`config.mk`:
```
export PLATFORM = sky130hd
export DESIGN_NAME = fft_stereo_sched_flat
export DESIGN_NICKNAME = d
export VERILOG_FILES = /design/src/rtl/fft_stereo_sched_if.sv /design/src/rtl/fft_stereo_sched.sv /design/src/flat_wrapper.sv
export SDC_FILE = /design/constraint.sdc
export NUM_CORES = 1
export LEC_CHECK = 0
export ABC_CLOCK_PERIOD_IN_PS = 2500
export CELL_PAD_IN_SITES_DETAIL_PLACEMENT = 0
export CELL_PAD_IN_SITES_GLOBAL_PLACEMENT = 1
export CORE_MARGIN = 2
export CORE_UTILIZATION = 34
export DETAILED_ROUTE_END_ITERATION = 8
export HOLD_SLACK_MARGIN = 0.05
export PLACE_DENSITY_LB_ADDON = 0.1
export SYNTH_ARGS = -nofsm -noshare
export SYNTH_HDL_FRONTEND = slang
export SYNTH_SLANG_ARGS = --single-unit
```
`constraint.sdc`:
```
create_clock -name clk -period 2.5 [get_ports clk]
set_clock_uncertainty 0.2 [all_clocks]
set_input_delay 0.5 -clock clk [delete_from_list [all_inputs] [get_ports clk]]
set_output_delay 0.5 -clock clk [all_outputs]
set_load 0.05 [all_outputs]
```
`src/rtl/fft_stereo_sched_if.sv`:
```
// ---------------------------------------------------------------------------
// fft_stereo_sched_if
// Bundle of every non-clock signal between the stereo FFT scheduler, the two
// frame buffers, the FFT core and the downstream magnitude/display stage.
//
//   master : the scheduler (fft_stereo_sched)
//   slave  : the surroundings (buffers, FFT core, output consumer)
//
//   req_l/req_r          frame-ready levels from the L/R buffers
//   ack_l/ack_r          one-cycle release pulses back to the buffers
//   buf_sel, buf_raddr   buffer select (0=L, 1=R) and read address
//   buf_rdata_l/_r       buffer read data, one cycle after the address
//   fft_ibstart          block-start pulse into the core, with sample 0
//   fft_dire/fft_diim    real / imaginary input samples (imaginary is 0)
//   fft_rfib             core ready for an input block
//   fft_obstart          core output block start
//   fft_outvalid         core output valid
//   fft_except           core exception
//   out_ch, out_first    channel tag and qualified block start for outputs
//   busy, err            streaming indicator, sticky error
// ---------------------------------------------------------------------------
interface fft_stereo_sched_if #(
  parameter int AW = 11,
  parameter int DW = 16
);
  logic                 req_l;
  logic                 req_r;
  logic                 ack_l;
  logic                 ack_r;
  logic                 buf_sel;
  logic [AW-1:0]        buf_raddr;
  logic signed [DW-1:0] buf_rdata_l;
  logic signed [DW-1:0] buf_rdata_r;
  logic                 fft_ibstart;
  logic signed [DW-1:0] fft_dire;
  logic signed [DW-1:0] fft_diim;
  logic                 fft_rfib;
  logic                 fft_obstart;
  logic                 fft_outvalid;
  logic                 fft_except;
  logic                 out_ch;
  logic                 out_first;
  logic                 busy;
  logic                 err;

  modport master (
    input  req_l, req_r, buf_rdata_l, buf_rdata_r,
           fft_rfib, fft_obstart, fft_outvalid, fft_except,
    output ack_l, ack_r, buf_sel, buf_raddr,
           fft_ibstart, fft_dire, fft_diim,
           out_ch, out_first, busy, err
  );

  modport slave (
    output req_l, req_r, buf_rdata_l, buf_rdata_r,
           fft_rfib, fft_obstart, fft_outvalid, fft_except,
    input  ack_l, ack_r, buf_sel, buf_raddr,
           fft_ibstart, fft_dire, fft_diim,
           out_ch, out_first, busy, err
  );
endinterface

```
`src/rtl/fft_stereo_sched.sv`:
```
// ---------------------------------------------------------------------------
// fft_stereo_sched
// Time-shares one NPTS-point complex FFT core between the left and right
// frame buffers. A round-robin arbiter grants a ready buffer when the core
// can take a block, the granted frame is read out and streamed into the core
// with a block-start pulse on sample 0, and the buffer is released with an
// ack on the last sample. Each granted channel is queued in a small tag FIFO
// and popped on the core's output block start so results can be routed.
//
// Ports:
//   clk   system clock
//   rstn  asynchronous active-low reset
//   bus   fft_stereo_sched_if.master (buffers, FFT core, output tagging)
// ---------------------------------------------------------------------------
module fft_stereo_sched #(
  parameter int NPTS = 2048,
  parameter int AW   = 11,
  parameter int DW   = 16,
  parameter int TAGD = 4
) (
  input  logic                  clk,
  input  logic                  rstn,
  fft_stereo_sched_if.master    bus
);

  localparam int CW = $clog2(TAGD + 1);
  localparam int PW = (TAGD > 1) ? $clog2(TAGD) : 1;

  typedef enum logic [1:0] {
    IDLE   = 2'd0,
    FILL   = 2'd1,
    STREAM = 2'd2
  } state_t;

  state_t               state;
  logic                 buf_sel;
  logic [AW-1:0]        raddr_p0;
  logic [AW-1:0]        cnt;
  logic                 ibstart;
  logic                 ack_l;
  logic                 ack_r;
  logic                 busy;
  logic                 pref_r;      // 1: R wins the next tie

  logic                 tag_mem [TAGD];
  logic [PW-1:0]        wp;
  logic [PW-1:0]        rp;
  logic [CW-1:0]        tag_cnt;
  logic                 ch_hold;
  logic                 err;

  logic                 tag_full;
  logic                 tag_empty;
  logic                 grant_ok;
  logic                 grant_ch;
  logic                 push;
  logic                 pop;
  logic                 vld_p1;
  logic signed [DW-1:0] dire_p1;

  // Address advance that parks on the last sample instead of wrapping.
  function automatic logic [AW-1:0] addr_sat_inc(input logic [AW-1:0] a);
    return (a == AW'(NPTS - 1)) ? a : a + 1'b1;
  endfunction

  function automatic logic [PW-1:0] ptr_inc(input logic [PW-1:0] p);
    return (p == PW'(TAGD - 1)) ? '0 : p + 1'b1;
  endfunction

  assign tag_full  = (tag_cnt == CW'(TAGD));
  assign tag_empty = (tag_cnt == '0);

  // Tie goes to the channel not granted last; a lone request wins outright.
  assign grant_ch = (bus.req_l && bus.req_r) ? pref_r : bus.req_r;
  assign grant_ok = (state == IDLE) && (bus.req_l || bus.req_r) &&
                    bus.fft_rfib && !tag_full;

  assign push = grant_ok;
  assign pop  = bus.fft_obstart && !tag_empty;

  // Control FSM: the grant is the only point where the core's readiness and
  // the tag space are checked; once a frame starts it always runs to the end.
  always_ff @(posedge clk or negedge rstn) begin
    if (!rstn) begin
      state    <= IDLE;
      buf_sel  <= 1'b0;
      raddr_p0 <= '0;
      cnt      <= '0;
      ibstart  <= 1'b0;
      ack_l    <= 1'b0;
      ack_r    <= 1'b0;
      busy     <= 1'b0;
      pref_r   <= 1'b0;
    end else begin
      ibstart <= 1'b0;
      ack_l   <= 1'b0;
      ack_r   <= 1'b0;
      case (state)
        IDLE: begin
          if (grant_ok) begin
            state    <= FILL;
            buf_sel  <= grant_ch;
            raddr_p0 <= '0;
            pref_r   <= ~grant_ch;
            busy     <= 1'b1;
          end
        end
        FILL: begin
          state    <= STREAM;
          raddr_p0 <= addr_sat_inc(raddr_p0);
          cnt      <= '0;
          ibstart  <= 1'b1;
        end
        STREAM: begin
          raddr_p0 <= addr_sat_inc(raddr_p0);
          cnt      <= cnt + 1'b1;
          // Raise the ack so it lands on the cycle carrying sample NPTS-1.
          if (cnt == AW'(NPTS - 2)) begin
            ack_l <= ~buf_sel;
            ack_r <= buf_sel;
          end
          if (cnt == AW'(NPTS - 1)) begin
            state <= IDLE;
            busy  <= 1'b0;
          end
        end
        default: state <= IDLE;
      endcase
    end
  end

  // ---- p0 -> p1: buffer returns the data for the address issued last cycle.
  // The buffer output is already registered, so the selected word is passed
  // straight through while streaming and forced to 0 otherwise.
  assign vld_p1  = (state == STREAM);
  assign dire_p1 = vld_p1 ? (buf_sel ? bus.buf_rdata_r : bus.buf_rdata_l) : '0;

  // Tag storage holds data only; occupancy and pointers carry the state.
  always_ff @(posedge clk) begin
    if (push) tag_mem[wp] <= grant_ch;
  end

  always_ff @(posedge clk or negedge rstn) begin
    if (!rstn) begin
      wp      <= '0;
      rp      <= '0;
      tag_cnt <= '0;
      ch_hold <= 1'b0;
      err     <= 1'b0;
    end else begin
      if (push) wp <= ptr_inc(wp);
      if (pop) begin
        rp      <= ptr_inc(rp);
        ch_hold <= tag_mem[rp];
      end
      case ({push, pop})
        2'b10:   tag_cnt <= tag_cnt + 1'b1;
        2'b01:   tag_cnt <= tag_cnt - 1'b1;
        default: tag_cnt <= tag_cnt;
      endcase
      // An output block with no matching grant means the tags are out of step.
      if (bus.fft_except || (bus.fft_obstart && tag_empty)) err <= 1'b1;
    end
  end

  assign bus.buf_sel     = buf_sel;
  assign bus.buf_raddr   = raddr_p0;
  assign bus.fft_ibstart = ibstart;
  assign bus.fft_dire    = dire_p1;
  assign bus.fft_diim    = '0;
  assign bus.ack_l       = ack_l;
  assign bus.ack_r       = ack_r;
  assign bus.busy        = busy;
  assign bus.err         = err;
  // Head of the FIFO is shown in the pop cycle itself, then held.
  assign bus.out_first   = pop;
  assign bus.out_ch      = pop ? tag_mem[rp] : ch_hold;

endmodule

```
`src/flat_wrapper.sv`:
```
// flat-port wrapper written by rule: the top's interface ports become plain ports
module fft_stereo_sched_flat 
#(
  parameter int NPTS = 2048,
  parameter int AW   = 11,
  parameter int DW   = 16,
  parameter int TAGD = 4
)
  (clk, rstn, bus_req_l, bus_req_r, bus_buf_rdata_l, bus_buf_rdata_r, bus_fft_rfib, bus_fft_obstart, bus_fft_outvalid, bus_fft_except, bus_ack_l, bus_ack_r, bus_buf_sel, bus_buf_raddr, bus_fft_ibstart, bus_fft_dire, bus_fft_diim, bus_out_ch, bus_out_first, bus_busy, bus_err);
  fft_stereo_sched_if #(.AW(AW), .DW(DW)) bus_i ();
  input  logic clk;
  input  logic rstn;
  input wire logic [$bits(bus_i.req_l)-1:0] bus_req_l;
  input wire logic [$bits(bus_i.req_r)-1:0] bus_req_r;
  input wire logic [$bits(bus_i.buf_rdata_l)-1:0] bus_buf_rdata_l;
  input wire logic [$bits(bus_i.buf_rdata_r)-1:0] bus_buf_rdata_r;
  input wire logic [$bits(bus_i.fft_rfib)-1:0] bus_fft_rfib;
  input wire logic [$bits(bus_i.fft_obstart)-1:0] bus_fft_obstart;
  input wire logic [$bits(bus_i.fft_outvalid)-1:0] bus_fft_outvalid;
  input wire logic [$bits(bus_i.fft_except)-1:0] bus_fft_except;
  output wire logic [$bits(bus_i.ack_l)-1:0] bus_ack_l;
  output wire logic [$bits(bus_i.ack_r)-1:0] bus_ack_r;
  output wire logic [$bits(bus_i.buf_sel)-1:0] bus_buf_sel;
  output wire logic [$bits(bus_i.buf_raddr)-1:0] bus_buf_raddr;
  output wire logic [$bits(bus_i.fft_ibstart)-1:0] bus_fft_ibstart;
  output wire logic [$bits(bus_i.fft_dire)-1:0] bus_fft_dire;
  output wire logic [$bits(bus_i.fft_diim)-1:0] bus_fft_diim;
  output wire logic [$bits(bus_i.out_ch)-1:0] bus_out_ch;
  output wire logic [$bits(bus_i.out_first)-1:0] bus_out_first;
  output wire logic [$bits(bus_i.busy)-1:0] bus_busy;
  output wire logic [$bits(bus_i.err)-1:0] bus_err;
  assign bus_i.req_l = bus_req_l;
  assign bus_i.req_r = bus_req_r;
  assign bus_i.buf_rdata_l = bus_buf_rdata_l;
  assign bus_i.buf_rdata_r = bus_buf_rdata_r;
  assign bus_i.fft_rfib = bus_fft_rfib;
  assign bus_i.fft_obstart = bus_fft_obstart;
  assign bus_i.fft_outvalid = bus_fft_outvalid;
  assign bus_i.fft_except = bus_fft_except;
  assign bus_ack_l = bus_i.ack_l;
  assign bus_ack_r = bus_i.ack_r;
  assign bus_buf_sel = bus_i.buf_sel;
  assign bus_buf_raddr = bus_i.buf_raddr;
  assign bus_fft_ibstart = bus_i.fft_ibstart;
  assign bus_fft_dire = bus_i.fft_dire;
  assign bus_fft_diim = bus_i.fft_diim;
  assign bus_out_ch = bus_i.out_ch;
  assign bus_out_first = bus_i.out_first;
  assign bus_busy = bus_i.busy;
  assign bus_err = bus_i.err;
  fft_stereo_sched #(.NPTS(NPTS), .AW(AW), .DW(DW), .TAGD(TAGD)) u_core (.clk(clk), .rstn(rstn), .bus(bus_i));
endmodule
```
==> flow_summary.json <==
{
  "outcome": "finished, final reports clean",
  "worstMarginPinSlew_ns": 0.561,
  "grt_util_all_layers": 0.150,
  "synth.distinct_cells": 55,
  "ys_top_cells_by_count": "dfrtp_1 (39), nor2_1 (28), mux2i_1 (22)",
  "peakVddDrop_mv": 0.727,
  "grt_pass1_wl_mm": 10.3,
  "timing.rr.start": "u_core.state[0]$_DFFE_PN0P_",
  "yosysWarnings": 0,
  "ys.flop_type": "dfrtp_1",
  "syn_area_um2": 2660,
  "netlist_instances": 270,
  "max_stage_delay_ns": 0.42,
  "clk_pin_slew_ns": 0.08,
  "diodes": 0,
  "path_class": "reg2out",
  "routed_via_density": 4.66,
  "dieArea_um2": 8530,
  "grt_max_degree": 40,
  "ctsRootBufferMaster": "clkbuf_8",
  "hold_viol": 0,
  "post_cts_buffers": 0,
  "r2r_cells": 11,
  "clock-sinks": 43,
  "first_pass_iters": 4,
  "gr-usage-met1": 0.201,
  "cts_max_level": 2,
  "hpwl_mm": 4.56,
  "synth_top_family_by_area": "simple AND/OR/NAND/NOR gates",
  "io_pins": 91,
  "fmaxAchievable_ghz": 0.413,
  "power.share.switching": 0.463,
  "final_layout_size_suffix_gt1_frac": 0.177,
  "clockBufferDepth": 2,
  "critPathArrivalTime_ns": 1.72,
  "nFillCells": 718,
  "regToRegEndpoint": "u_core.tag_cnt[2]$_DFFE_PN0P_",
  "area_growth_pct": 43.6,
  "synthSimpleGateAreaFrac": 0.173,
  "setup_viol": 0,
  "vias": 2135,
  "met3_usage": 0.0391,
  "r2r_slack_ns": 0.20,
  "synth.most_common_cell": "dfrtp_1",
  "path_max_fanout": 4,
  "initialDrtViolationCount": 77,
  "finalCriticalPeriod_ns": 2.42,
  "clock_latency_ns": 0.30,
  "critPathTopFamily": "simple AND/OR/NAND/NOR gates",
  "antenna_found_initial": 0,
  "synthMuxAreaShare": 0.113,
  "slew_headroom": 0.623,
  "leakage_nw": 1.63,
  "crit_path_start_kind": "flip-flop",
  "core_area_um2": 7650,
  "slew_viol_final": 0,
  "drv_cap": 0,
  "fin_crit_sh": 0.969,
  "async_flop_share": 0.907,
  "p_int_mw": 2.10,
  "synth-compound-area-share": 0.124,
  "synthAdderAreaFrac": 0.0688,
  "initial_core_util": 0.347,
  "synth-seq-area-share": 0.413,
  "die_y_um": 92.4,
  "final_cell_area_um2": 3810,
  "netlist.area_leader.share": 0.368,
  "ant_nets": 0,
  "portBuffers": 73,
  "power_mw": 3.90,
  "crit_path_top_delay_cell": "dfrtp_1",
  "cts_tree": "built",
  "power.density_nw_per_um2": 1020,
  "numCtsBuffers": 5,
  "yosys.area.top_type": "dfrtp_1",
  "hp-class": "in2async",
  "p_seq_frac": 0.263,
  "critPathBufInv": 1,
  "die_w_um": 92.4,
  "ys_ff_latch": 43,
  "grt_pass1_vias": 2054,
  "placed_area_um2": 3720,
  "switchingPower_mw": 1.81,
  "drc": 0,
  "comb_power_share": 0.626,
  "synth_edf_count": 4,
  "pwr-share-clk": 0.111,
  "fin_nets": 409,
  "gp_congestion": 0.696,
  "wl_mm": 6.16,
  "routedWlPerCell_um": 13.4,
  "path_cells": "nor3_1 > nand2b_4 > mux2_2 > buf_12",
  "row_count": 32,
  "synth_area_leaders": "dfrtp_1 (37%), mux2i_1 (8.3%), ha_1 (6.1%)",
  "synth_xor_area_frac": 0.0165,
  "end_kind": "primary output",
  "top_usage_layer": "met2",
  "grt_util_met2": 0.237,
  "avgSynthCellArea_um2": 9.83,
  "cp.required_ns": 1.80,
  "gr-total-overflow": 0
}
state kept, by name, indices dropped and copies added (netlist names):
name                    flops
u_core.wp                   2
u_core.bus.ack_l            1
u_core.bus.buf_raddr       11
u_core.ch_hold              1
u_core.bus.busy             1
u_core.bus.ack_r            1
u_core.state                2
u_core.bus.err              1
u_core.cnt                 11
u_core.bus.fft_ibstart      1
u_core.rp                   2
u_core.tag_mem              4
u_core.tag_cnt              3
u_core.pref_r               1
u_core.bus.buf_sel          1
cells by family (layout without fill, tap and decap cells):
group,after synthesis,count (layout)
DFF,43,43
xor gates and xnor gates,5,5
muxes,28,28
buffers and inverters,45,116
and+or+nand+nor,90,90
adders and majority gates,14,14
AOI/OAI and AO/OA,44,44
other,1,16
worst max-delay path by stage:
stage	startpoint	to	slack (ns)	cells past startpoint
6_report	u_core.tag_cnt[1]$_DFFE_PN0P_	bus_out_ch	0.08	4
5_1_grt	u_core.tag_cnt[1]$_DFFE_PN0P_	bus_out_ch	-0.003	4
3_5_place_dp	bus_req_l	u_core.tag_cnt[2]$_DFFE_PN0P_	-0.09	10
3_3_place_gp	bus_req_r	u_core.tag_cnt[2]$_DFFE_PN0P_	-0.09	10
4_1_cts	u_core.tag_cnt[0]$_DFFE_PN0P_	bus_out_ch	0.06	4
2_1_floorplan	u_core.bus.buf_sel$_DFFE_PN0P_	bus_fft_dire[9]	-0.16	4
metal layers:
layer | share of wire | wire length, um | vias up
met5 | 0 | 0 | -
met4 | 0.013 | 77 | 0
met3 | 0.063 | 390 | 6
met2 | 0.46 | 2830 | 62
met1 | 0.46 | 2860 | 985
li1 | - | - | 1082
layout by cell type (no fill, tap or decap), drive strengths merged, types with 2 or more instances in the layout:
| cell | netlist | layout |
|---|---|---|
| a21boi | 2 | 2 |
| buf | 21 | 35 |
| or2 | 2 | 2 |
| o21ai | 11 | 11 |
| or3 | 4 | 4 |
| o211ai | 2 | 2 |
| a22o | 5 | 5 |
| o2bb2ai | 2 | 2 |
| conb | 1 | 16 |
| nor3 | 9 | 9 |
| nor3b | 2 | 2 |
| clkdlybuf4s50 | 0 | 53 |
| a2bb2oi | 2 | 2 |
| dfrtp | 39 | 39 |
| mux2i | 22 | 22 |
| xor2 | 2 | 2 |
| nand3 | 9 | 9 |
| edfxtp | 4 | 4 |
| a21o | 2 | 2 |
| nor2 | 28 | 28 |
| clkbuf | 4 | 6 |
| inv | 20 | 20 |
| o22a | 4 | 4 |
| nor4 | 6 | 6 |
| a211o | 4 | 4 |
| o21a | 2 | 2 |
| mux2 | 5 | 5 |
| ha | 13 | 13 |
| nand2 | 19 | 19 |
| o22ai | 2 | 2 |
| nand4 | 2 | 2 |
| and2 | 4 | 4 |
| xnor2 | 3 | 3 |
| o31ai | 2 | 2 |
| and3 | 3 | 3 |
power groups by stage:
| stage | logic (mW) | registers [mW] | clock network [mW] |
|---|---|---|---|
| floorplan | 1.41 | 1.18 | 0 |
| global placement | 2.44 | 1.04 | 0 |
| detailed placement | 2.46 | 1.04 | 0 |
| CTS | 2.47 | 1.03 | 0.452 |
| global route | 2.65 | 1.05 | 0.484 |
| finish | 2.44 | 1.03 | 0.435 |
per-stage QoR:
stage	util	hold WS, ns	setup TNS (ns)	setup slack, ns	std cells
4_1_cts	0.498	0.0741	0	0.0629	458
2_1_floorplan	-	0.00441	-0.456	-0.155	285
3_5_place_dp	0.486	0.260	-0.0947	-0.0947	450
3_3_place_gp	0.486	0.249	-0.0857	-0.0857	450
5_1_grt	0.499	0.0940	-0.00313	-0.00313	458
6_report	0.499	0.0476	0	0.0784	458
layout make-up:
class / instances / area, um^2 / area share
Inverter: 20 / 75.1 / 0.0197
Clock inverter: 2 / 12.5 / 0.00328
Tap cell: 102 / 128 / 0.0335
Clock buffer: 6 / 72.6 / 0.0190
Timing Repair Buffer: 88 / 1030 / 0.270
Multi-Input combinational cell: 197 / 1400 / 0.367
Sequential cell: 43 / 1100 / 0.287
timing repair:
item | 4_1_cts | 5_1_grt
gates resized for setup | 0 | 1
endpoints found under the setup margin | 0 | 1
hold buffers | 0 | 0
No activity file was read; power rests on OpenSTA's default activity.
==> variant: new RTL, same flow settings <==
Encoding of `state_t`: now one-hot (3 bits for 3 states).
--- a/src/rtl/fft_stereo_sched.sv
+++ b/src/rtl/fft_stereo_sched.sv
@@ -26,10 +26,10 @@
   localparam int CW = $clog2(TAGD + 1);
   localparam int PW = (TAGD > 1) ? $clog2(TAGD) : 1;
 
-  typedef enum logic [1:0] {
-    IDLE   = 2'd0,
-    FILL   = 2'd1,
-    STREAM = 2'd2
+  typedef enum logic [2:0] {
+    IDLE   = 3'b001,
+    FILL   = 3'b010,
+    STREAM = 3'b100
   } state_t;
 
   state_t               state;
Check against the original RTL: no difference found for any inputs over 10 cycles, from zero or initial values and one cycle with rstn low; not proved beyond that.
==> variant against the original RTL <==
Sequential cell count grew 1; synthesized cell count down 3.7%; non-clock buffer count did not move; first-iteration DRC count rose by 9.1%; synthesized area is 1.2% lower; count of clock-buffer cells in the layout did not move; worst setup slack is essentially flat; routed wire length shrank 1.6%; final area up 0.33%; via count down 0.33%; sequential share of layout area up 0.59 points; power down 26%; combinational power shrank 50%; fmax is essentially flat.
==> variant: results <==
export IMPL_peakVddDrop_mv=0.3991
export IMPL_startpoint="u_core.state[1]$_DFFE_PN0P_"
export IMPL_leakagePower_uw=0.001648
export IMPL_start_util_pct=34.47
export IMPL_multi_input_area_share_pct=35.79
export IMPL_rrSetupSlack_ns=0.27
export IMPL_ys_seq_area_share_pct=42.80
export IMPL_grt_max_degree=41
export IMPL_p_sw_share_pct=36.91
export IMPL_synth_area_um2=2623
export IMPL_syn_avg_cell_area_um2=10.09
export IMPL_insertion_delay_ns=0.30
export IMPL_n_clock_buffer=6
export IMPL_fillerInstances=695
export IMPL_postSynth_asyncResetShare_pct=90.91
export IMPL_grt_pass1_vias=1977
export IMPL_sh_seq_area_pct=29.34
export IMPL_num_nonclk_inverters=12
export IMPL_worst_r2r_path_depth=10
export IMPL_synth_compound_area_share_pct=12.69
export IMPL_tightest_slew_ns=0.5369
export IMPL_grt_antenna_before_repair=0
export IMPL_pre_cts_ws_ns=-0.001600
export IMPL_grt_usage_pct=14.75
export IMPL_cts_root_buf="clkbuf_8"
export IMPL_first_pass_iters=4
export IMPL_clockBufferDepth=2
export IMPL_bufAreaShareNonClock_pct=26.89
export IMPL_synthAdderAreaFrac_pct=5.057
export IMPL_placed_cells=438
export IMPL_ys_types=57
export IMPL_fin_nets=395
export IMPL_hold_slack_ns=0.05591
export IMPL_drtIter0Drc=84
export IMPL_synth_xor_area_share_pct=1.002
export IMPL_grt_pass1_wl_um=9970
export IMPL_stdcell_count=448
export IMPL_clockNetworkAreaShare_pct=3.467
export IMPL_crit_end="bus_fft_dire[0]"
export IMPL_wire_per_inst_um=13.52
export IMPL_clock_power_uw=654
export IMPL_place_gp_congestion=0.7494
export IMPL_n_all_buffers=88
export IMPL_seq_cell_count=44
export IMPL_drive_above_1_share_pct=20.81
export IMPL_status="finished, final reports clean"
export IMPL_reg2reg_from="u_core.tag_cnt[0]$_DFFE_PN0P_"
export IMPL_synthTopCellsByCount="39 x dfrtp_1, 31 x nor2_1, 22 x mux2i_1, 17 x buf_4, 15 x o21ai_0"
export IMPL_vias_per_cell=4.750
export IMPL_dp_hpwl_um=4429
export IMPL_finalCritPeriodShare_pct=96.88
export IMPL_nMultiInputCombCells=194
export IMPL_p_per_area_nw_per_um2=756.8
export IMPL_p_comb_uw=1230
export IMPL_placed_area_um2=3665
export IMPL_yosys_top_cells_area="dfrtp_1 37%, mux2i_1 8.4%, buf_4 4.9%"
export IMPL_cp_max_fo=16
export IMPL_synth_area_mux_share_pct=10.11
variant: cell types whose count changed after synthesis, moves of 4 or more:
| cell | delta |
|---|---|
| inv_1 | -5 |
| ha_1 | -4 |
| o22a_1 | -4 |
| nand4_1 | +4 |
| a21oi_1 | +5 |
| o21ai_0 | +12 |
| nand2_1 | -6 |
| o21ai_1 | -8 |
| a22o_1 | -4 |
variant: routing by layer:
layer  global-route usage (%)  part of all wire (%)  vias to the layer above
met5                        0                     0                        -
met4                    3.731                  0.92                        0
met3                    3.451                   5.6                        4
met2                    22.61                    44                       62
met1                    21.07                    49                      992
li1                         -                     -                     1070
variant: repair_timing:
| action | 4_1_cts | 5_1_grt |
|---|---|---|
| resized for setup | 1 | 3 |
| endpoints found under the setup margin | 1 | 8 |
| gates cloned | 0 | 0 |
| pin swaps | 0 | 1 |
| hold buffers | 0 | 0 |
| setup buffers | 0 | 2 |
